**config.mk**
```make
export PLATFORM = sky130hd
export DESIGN_NAME = uart_param_loader
export DESIGN_NICKNAME = d
export VERILOG_FILES = /design/src/rtl/uart_param_loader.sv
export SDC_FILE = /design/constraint.sdc
export NUM_CORES = 1
export LEC_CHECK = 0
export BUFFER_PORTS_ARGS = -buffer_cell sky130_fd_sc_hd__buf_4
export CORE_AREA = 10 10 103 96
export CTS_CLUSTER_DIAMETER = 200
export DETAILED_ROUTE_END_ITERATION = 6
export DIE_AREA = 0 0 113 106
export GPL_ROUTABILITY_DRIVEN = 0
export PLACE_DENSITY_LB_ADDON = 0.25
export SLEW_MARGIN = 20
export SYNTH_ARGS = -nofsm -noshare
export SYNTH_HDL_FRONTEND = slang
export SYNTH_SLANG_ARGS = --single-unit
```
**constraint.sdc**
```tcl
create_clock -name clk -period 8.1 [get_ports clk]
set_clock_uncertainty 0.05 [all_clocks]
set_input_delay 1.215 -clock clk [delete_from_list [all_inputs] [get_ports clk]]
set_output_delay 1.215 -clock clk [all_outputs]
set_load 0.1 [all_outputs]
```
**src/rtl/uart_param_loader.sv**
```systemverilog
// rtl/uart_param_loader.sv - UART receiver and framed parameter loader for the photon stage
//
// Receives 8N1 bytes on rxd and parses 5-byte frames
//   0xAA, FW_HI, FW_LO, EFF, CHK   (CHK = FW_HI ^ FW_LO ^ EFF)
// A frame with a matching checksum and EFF <= 100 commits full_width and
// detect_efficiency together and pulses param_valid. Rejected bytes/frames and
// inter-byte timeouts pulse frame_err.
//
// Ports
//   clk               in   system clock, rising edge
//   rst               in   asynchronous active-high reset
//   rxd               in   asynchronous UART line, idle high
//   full_width        out  [15:0] committed photon pulse full width
//   detect_efficiency out  [7:0]  committed detection efficiency, percent
//   param_valid       out  one-cycle pulse when the outputs take new values
//   frame_err         out  one-cycle pulse on a rejected byte or frame
//   LED               out  [3:0] {rxd_sync, sticky_err, commit_toggle, in_frame}

module uart_param_loader #(
    parameter int          CLK_FREQ  = 50_000_000,
    parameter int          BAUD      = 115_200,
    parameter logic [15:0] DEF_WIDTH = 16'd100,
    parameter logic [7:0]  DEF_EFF   = 8'd50
) (
    input  logic        clk,
    input  logic        rst,
    input  logic        rxd,
    output logic [15:0] full_width,
    output logic [7:0]  detect_efficiency,
    output logic        param_valid,
    output logic        frame_err,
    output logic [3:0]  LED
);

    localparam int CPB_RAW      = CLK_FREQ / BAUD;
    localparam int CLKS_PER_BIT = (CPB_RAW < 4) ? 4 : CPB_RAW;
    localparam int HALF_BIT     = CLKS_PER_BIT / 2;
    localparam int TIMEOUT_CLKS = 20 * CLKS_PER_BIT;
    localparam int CW           = $clog2(CLKS_PER_BIT);
    localparam int TW           = $clog2(TIMEOUT_CLKS);

    localparam logic [7:0] SYNC_BYTE = 8'hAA;
    localparam logic [7:0] EFF_MAX   = 8'd100;

    // ------------------------------------------------------------------
    // rxd synchronizer; r_rx_prev gives the falling-edge detector its history
    // ------------------------------------------------------------------
    logic r_rx_meta;
    logic r_rx_sync;
    logic r_rx_prev;

    always_ff @(posedge clk or posedge rst) begin
        if (rst) begin
            r_rx_meta <= 1'b1;
            r_rx_sync <= 1'b1;
            r_rx_prev <= 1'b1;
        end else begin
            r_rx_meta <= rxd;
            r_rx_sync <= r_rx_meta;
            r_rx_prev <= r_rx_sync;
        end
    end

    // ------------------------------------------------------------------
    // Byte receiver
    // ------------------------------------------------------------------
    typedef enum logic [1:0] {
        RX_IDLE  = 2'd0,
        RX_START = 2'd1,
        RX_DATA  = 2'd2,
        RX_STOP  = 2'd3
    } rx_state_t;

    rx_state_t   r_rx_state;
    rx_state_t   w_rx_next;
    logic [CW-1:0] r_clk_cnt;
    logic [2:0]  r_bit_idx;
    logic [7:0]  r_shift;
    logic [7:0]  r_byte;
    logic        r_byte_ok;
    logic        r_stop_err;

    logic w_fall;
    logic w_half_tick;
    logic w_bit_tick;
    logic w_rx_sample;
    logic w_byte_done;
    logic w_stop_bad;

    assign w_fall      = r_rx_prev & ~r_rx_sync;
    assign w_half_tick = (r_clk_cnt == CW'(HALF_BIT - 1));
    assign w_bit_tick  = (r_clk_cnt == CW'(CLKS_PER_BIT - 1));

    always_ff @(posedge clk or posedge rst) begin
        if (rst) begin
            r_rx_state <= RX_IDLE;
        end else begin
            r_rx_state <= w_rx_next;
        end
    end

    always_comb begin
        w_rx_next = r_rx_state;
        case (r_rx_state)
            RX_IDLE: begin
                if (w_fall) begin
                    w_rx_next = RX_START;
                end
            end
            RX_START: begin
                // Line back high at mid start bit: treat as a glitch
                if (w_half_tick) begin
                    w_rx_next = r_rx_sync ? RX_IDLE : RX_DATA;
                end
            end
            RX_DATA: begin
                if (w_bit_tick && (r_bit_idx == 3'd7)) begin
                    w_rx_next = RX_STOP;
                end
            end
            RX_STOP: begin
                if (w_bit_tick) begin
                    w_rx_next = RX_IDLE;
                end
            end
            default: w_rx_next = RX_IDLE;
        endcase
    end

    always_comb begin
        w_rx_sample = 1'b0;
        w_byte_done = 1'b0;
        w_stop_bad  = 1'b0;
        case (r_rx_state)
            RX_DATA: w_rx_sample = w_bit_tick;
            RX_STOP: begin
                w_byte_done = w_bit_tick & r_rx_sync;
                w_stop_bad  = w_bit_tick & ~r_rx_sync;
            end
            default: begin
                w_rx_sample = 1'b0;
            end
        endcase
    end

    always_ff @(posedge clk or posedge rst) begin
        if (rst) begin
            r_clk_cnt  <= '0;
            r_bit_idx  <= 3'd0;
            r_shift    <= 8'd0;
            r_byte     <= 8'd0;
            r_byte_ok  <= 1'b0;
            r_stop_err <= 1'b0;
        end else begin
            r_byte_ok  <= w_byte_done;
            r_stop_err <= w_stop_bad;

            // Bit timer restarts on every state change so the first data
            // sample lands one full bit after the mid-start re-sample.
            if ((r_rx_state == RX_IDLE) || (w_rx_next != r_rx_state) || w_bit_tick) begin
                r_clk_cnt <= '0;
            end else begin
                r_clk_cnt <= r_clk_cnt + CW'(1);
            end

            if (r_rx_state == RX_START) begin
                r_bit_idx <= 3'd0;
            end else if (w_rx_sample) begin
                r_bit_idx <= r_bit_idx + 3'd1;
            end

            // LSB arrives first, so shift in from the top
            if (w_rx_sample) begin
                r_shift <= {r_rx_sync, r_shift[7:1]};
            end

            if (w_byte_done) begin
                r_byte <= r_shift;
            end
        end
    end

    // ------------------------------------------------------------------
    // Frame parser
    // ------------------------------------------------------------------
    typedef enum logic [2:0] {
        P_HUNT = 3'd0,
        P_FWH  = 3'd1,
        P_FWL  = 3'd2,
        P_EFF  = 3'd3,
        P_CHK  = 3'd4
    } p_state_t;

    p_state_t    r_p_state;
    p_state_t    w_p_next;
    logic [7:0]  r_fw_hi;
    logic [7:0]  r_fw_lo;
    logic [7:0]  r_eff;
    logic [TW-1:0] r_to_cnt;
    logic        r_led_toggle;
    logic        r_led_err;

    logic w_timeout;
    logic w_frame_ok;
    logic w_commit;
    logic w_chk_err;
    logic w_err;

    // A byte completing in the same cycle as the timeout expiry wins
    assign w_timeout  = (r_p_state != P_HUNT) && !r_byte_ok &&
                        (r_to_cnt == TW'(TIMEOUT_CLKS - 1));
    assign w_frame_ok = ((r_fw_hi ^ r_fw_lo ^ r_eff) == r_byte) && (r_eff <= EFF_MAX);

    always_ff @(posedge clk or posedge rst) begin
        if (rst) begin
            r_p_state <= P_HUNT;
        end else begin
            r_p_state <= w_p_next;
        end
    end

    always_comb begin
        w_p_next = r_p_state;
        if (w_timeout) begin
            w_p_next = P_HUNT;
        end else if (r_byte_ok) begin
            case (r_p_state)
                // 0xAA only resynchronises from HUNT; elsewhere it is data
                P_HUNT:  w_p_next = (r_byte == SYNC_BYTE) ? P_FWH : P_HUNT;
                P_FWH:   w_p_next = P_FWL;
                P_FWL:   w_p_next = P_EFF;
                P_EFF:   w_p_next = P_CHK;
                P_CHK:   w_p_next = P_HUNT;
                default: w_p_next = P_HUNT;
            endcase
        end
    end

    always_comb begin
        w_commit  = 1'b0;
        w_chk_err = 1'b0;
        if ((r_p_state == P_CHK) && r_byte_ok) begin
            w_commit  = w_frame_ok;
            w_chk_err = ~w_frame_ok;
        end
        w_err = w_chk_err | w_timeout | r_stop_err;
    end

    always_ff @(posedge clk or posedge rst) begin
        if (rst) begin
            r_fw_hi           <= 8'd0;
            r_fw_lo           <= 8'd0;
            r_eff             <= 8'd0;
            r_to_cnt          <= '0;
            full_width        <= DEF_WIDTH;
            detect_efficiency <= DEF_EFF;
            param_valid       <= 1'b0;
            frame_err         <= 1'b0;
            r_led_toggle      <= 1'b0;
            r_led_err         <= 1'b0;
        end else begin
            if (r_byte_ok) begin
                case (r_p_state)
                    P_FWH:   r_fw_hi <= r_byte;
                    P_FWL:   r_fw_lo <= r_byte;
                    P_EFF:   r_eff   <= r_byte;
                    default: r_eff   <= r_eff;
                endcase
            end

            if ((r_p_state == P_HUNT) || r_byte_ok || w_timeout) begin
                r_to_cnt <= '0;
            end else begin
                r_to_cnt <= r_to_cnt + TW'(1);
            end

            param_valid <= w_commit;
            frame_err   <= w_err & ~w_commit;

            if (w_commit) begin
                full_width        <= {r_fw_hi, r_fw_lo};
                detect_efficiency <= r_eff;
                r_led_toggle      <= ~r_led_toggle;
                r_led_err         <= 1'b0;
            end else if (w_err) begin
                r_led_err <= 1'b1;
            end
        end
    end

    assign LED = {r_rx_sync, r_led_err, r_led_toggle, (r_p_state != P_HUNT)};

endmodule

```
==> metrics.cfg <==
[critical_path]
crit_fanout=7
crit_chain=nor3_1 > inv_1 > buf_4
worstSetupPathType=reg2out
path_delay_family=flip-flops
cp.depth=3
crit_slowest_cell=dfrtp_1
critPathCapture=LED[0]
r2r_start=r_byte[4]
crit_buf_inv=2
rrSetupSlack_ns=5.78
crit_start=r_p_state[0]
start_kind=flip-flop
reg2reg_to=full_width[10]
required_ns=6.84
end_kind=output pin
worst-r2r-cell-count=5
arrival_ns=1.44
max_stage_delay_ns=0.45

[clocking]
cts_resized=0
cts-buffers-inserted=9
clock_path_buffers=2
htreeDepth=3
cts_num_sinks=104
hold_buffers=0
worstSkewPairLatency_ns=0.36
cts.clk_slew.worst_paths_ns=0.09
cts_tree=built
cts-root-buf=clkbuf_8
cts_setup_buffers=0

[timing]
fin_crit_ns=2.70
max_freq_mhz=370
max_slew_margin_pct=46.1
finalSetupViolations=0
rsz0062_at_grt=no
finalSetupTns_ns=0
hold_viol=0
slew_viol_final=0
holdWs_ns=0.311
tightest_slew_ns=0.797
fin_crit_sh_pct=33.4

[pwr]
peakVddDrop_mv=0.133
p_seq_share_pct=60.0
netSwitchingFraction_pct=24.1
power.share.combinational_pct=5.7
powerDensity_mw_per_mm2=183
p_sw_uw=225
p_int_uw=710
clkPwrFrac_pct=34.3
p_leak_uw=0.00252

[detailed_routing]
postRouteAntennaNets=0
drc=0
wl_mm=8.06
drtIter0Drc=96
avgViaCountPerCell=5.48
drtPass1Iterations=4
num_vias=2691
wire_per_inst_um=16.4

[finish]
mostFrequentLayoutCell=dfrtp_1
fill_cells=582
layout_common_cells=dfrtp_1 (95), mux2_2 (46), buf_4 (35), nor2_1 (33), xnor2_1 (26)
fin_nets=397
diodes=0
area_growth_pct=10.4
layout-drive-gt1-share_pct=32.7
stdcell_count=491

[synth]
syn_nets=364
syn_area_mm2=0.00462
synth_enable_flop_cells=0
synthCells=355
synth_seq_area_share_pct=56.5
async_flop_share_pct=100
yosysWarnings=0
synth_ff_type=dfrtp_1
synth-seq-cells=104
synth.distinct_cells=39
synth_area_per_cell_um2=13.0

[die]
die_w_um=113
die_area_mm2=0.0120
die_height_um=106
ios=33
start_util_pct=59.3
core-area_mm2=0.00780
rows=31

[global_routing]
grt_start_max_net_pins=63
grt_use_total_pct=13.9
antenna_found_initial=0
grt_pass1_vias=2850
overflow=0
grt_pass1_wl_mm=14.0

[place]
portBuffers=32
place_inst=476
dp_hpwl_mm=5.71

[status]
status=completed

[worst_hold_path]
hold_class=reg2reg

[job]
cap_violations=0

[sequential cells by signal, indices dropped and copies added, names as in the netlist, 2 cells and up]
signal	count
full_width	16
r_to_cnt	14
r_clk_cnt	9
detect_efficiency	8
r_byte	8
r_eff	8
r_fw_hi	8
r_fw_lo	8
r_shift	8
r_bit_idx	3
r_p_state	3
r_rx_state	2
[layout make-up]
type,count,area [um2],share of cell area [%]
Clock buffer,11,141,2.77
Clock inverter,4,53.8,1.05
Tap cell,99,124,2.43
Inverter,10,40.0,0.784
Sequential cell,104,2610,51.2
Timing Repair Buffer,35,263,5.15
Multi-Input combinational cell,228,1870,36.6
[cell families (layout without fill, tap and decap cells)]
kind of cell	count (synthesis)	in the layout	share of synthesized area [%]
compound gates	21	21	2.68
xor+xnor	41	41	7.77
fa+ha+maj	6	6	1.62
buf+inv	23	60	3.00
flops	104	104	56.5
mux	64	64	17.1
simple gates	96	96	11.3
[stage by stage]
stage	power (uW)	utilization [%]	worst slack (ns)	instance area [um2]
final	935	65.5	5.40	5110
after global routing	975	65.5	5.25	5110
after CTS	944	65.5	5.38	5110
after detailed placement	625	63.0	5.52	4910
after global placement	621	63.0	5.55	4910
after floorplan	608	-	4.12	4620
[synthesized netlist by cell type, drive strengths merged (4+ instances only)]
library cell | n | area share (%)
nand2 | 14 | 1.1
clkbuf | 7 | 0.60
nand3 | 8 | 0.87
a21oi | 5 | 0.54
o22ai | 4 | 0.54
nand4 | 7 | 0.95
dfrtp | 95 | 51
nand4b | 4 | 0.76
xnor2 | 26 | 4.9
mux2 | 64 | 17
o21ai | 7 | 0.76
buf | 6 | 1.6
dfstp | 9 | 5.1
xor2 | 15 | 2.8
ha | 6 | 1.6
inv | 10 | 0.81
nor2 | 33 | 2.7
nor3 | 5 | 0.54
and3 | 5 | 0.68
[worst reg2reg max path, stage by stage (launching register included)]
cell     delay (ns)
dfrtp_1        0.47
xnor2_1        0.21
xnor2_1        0.15
nand4_1        0.16
or4_4          0.78
mux2_4         0.39
[power groups by stage]
stage / Combinational (uW) / Clock, uW / Sequential (uW)
floorplan: 43.8 / 0 / 565
global placement: 51.5 / 0 / 570
detailed placement: 54.8 / 0 / 570
CTS: 55.5 / 328 / 560
global route: 63.1 / 348 / 565
finish: 53.3 / 321 / 561
[layer usage]
| metal | global-route usage, % | share of wire (%) | up-vias |
|---|---|---|---|
| li1 | - | - | 1303 |
| met1 | 17.9 | 47 | 1344 |
| met2 | 22.2 | 48 | 33 |
| met3 | 4.10 | 3.9 | 11 |
| met4 | 3.99 | 1.4 | 0 |
| met5 | 0 | 0 | - |
[worst min-delay path by stage]
stage / startpoint / to / slack [ns] / depth (start not counted)
2_1_floorplan: r_rx_meta / r_rx_sync / 0.30 / 0
3_3_place_gp: r_rx_meta / r_rx_sync / 0.30 / 0
3_5_place_dp: r_rx_meta / r_rx_sync / 0.30 / 0
4_1_cts: r_rx_meta / r_rx_sync / 0.31 / 0
5_1_grt: r_rx_meta / r_rx_sync / 0.33 / 0
6_report: r_rx_meta / r_rx_sync / 0.31 / 0
(Power assumes the default switching activity.)
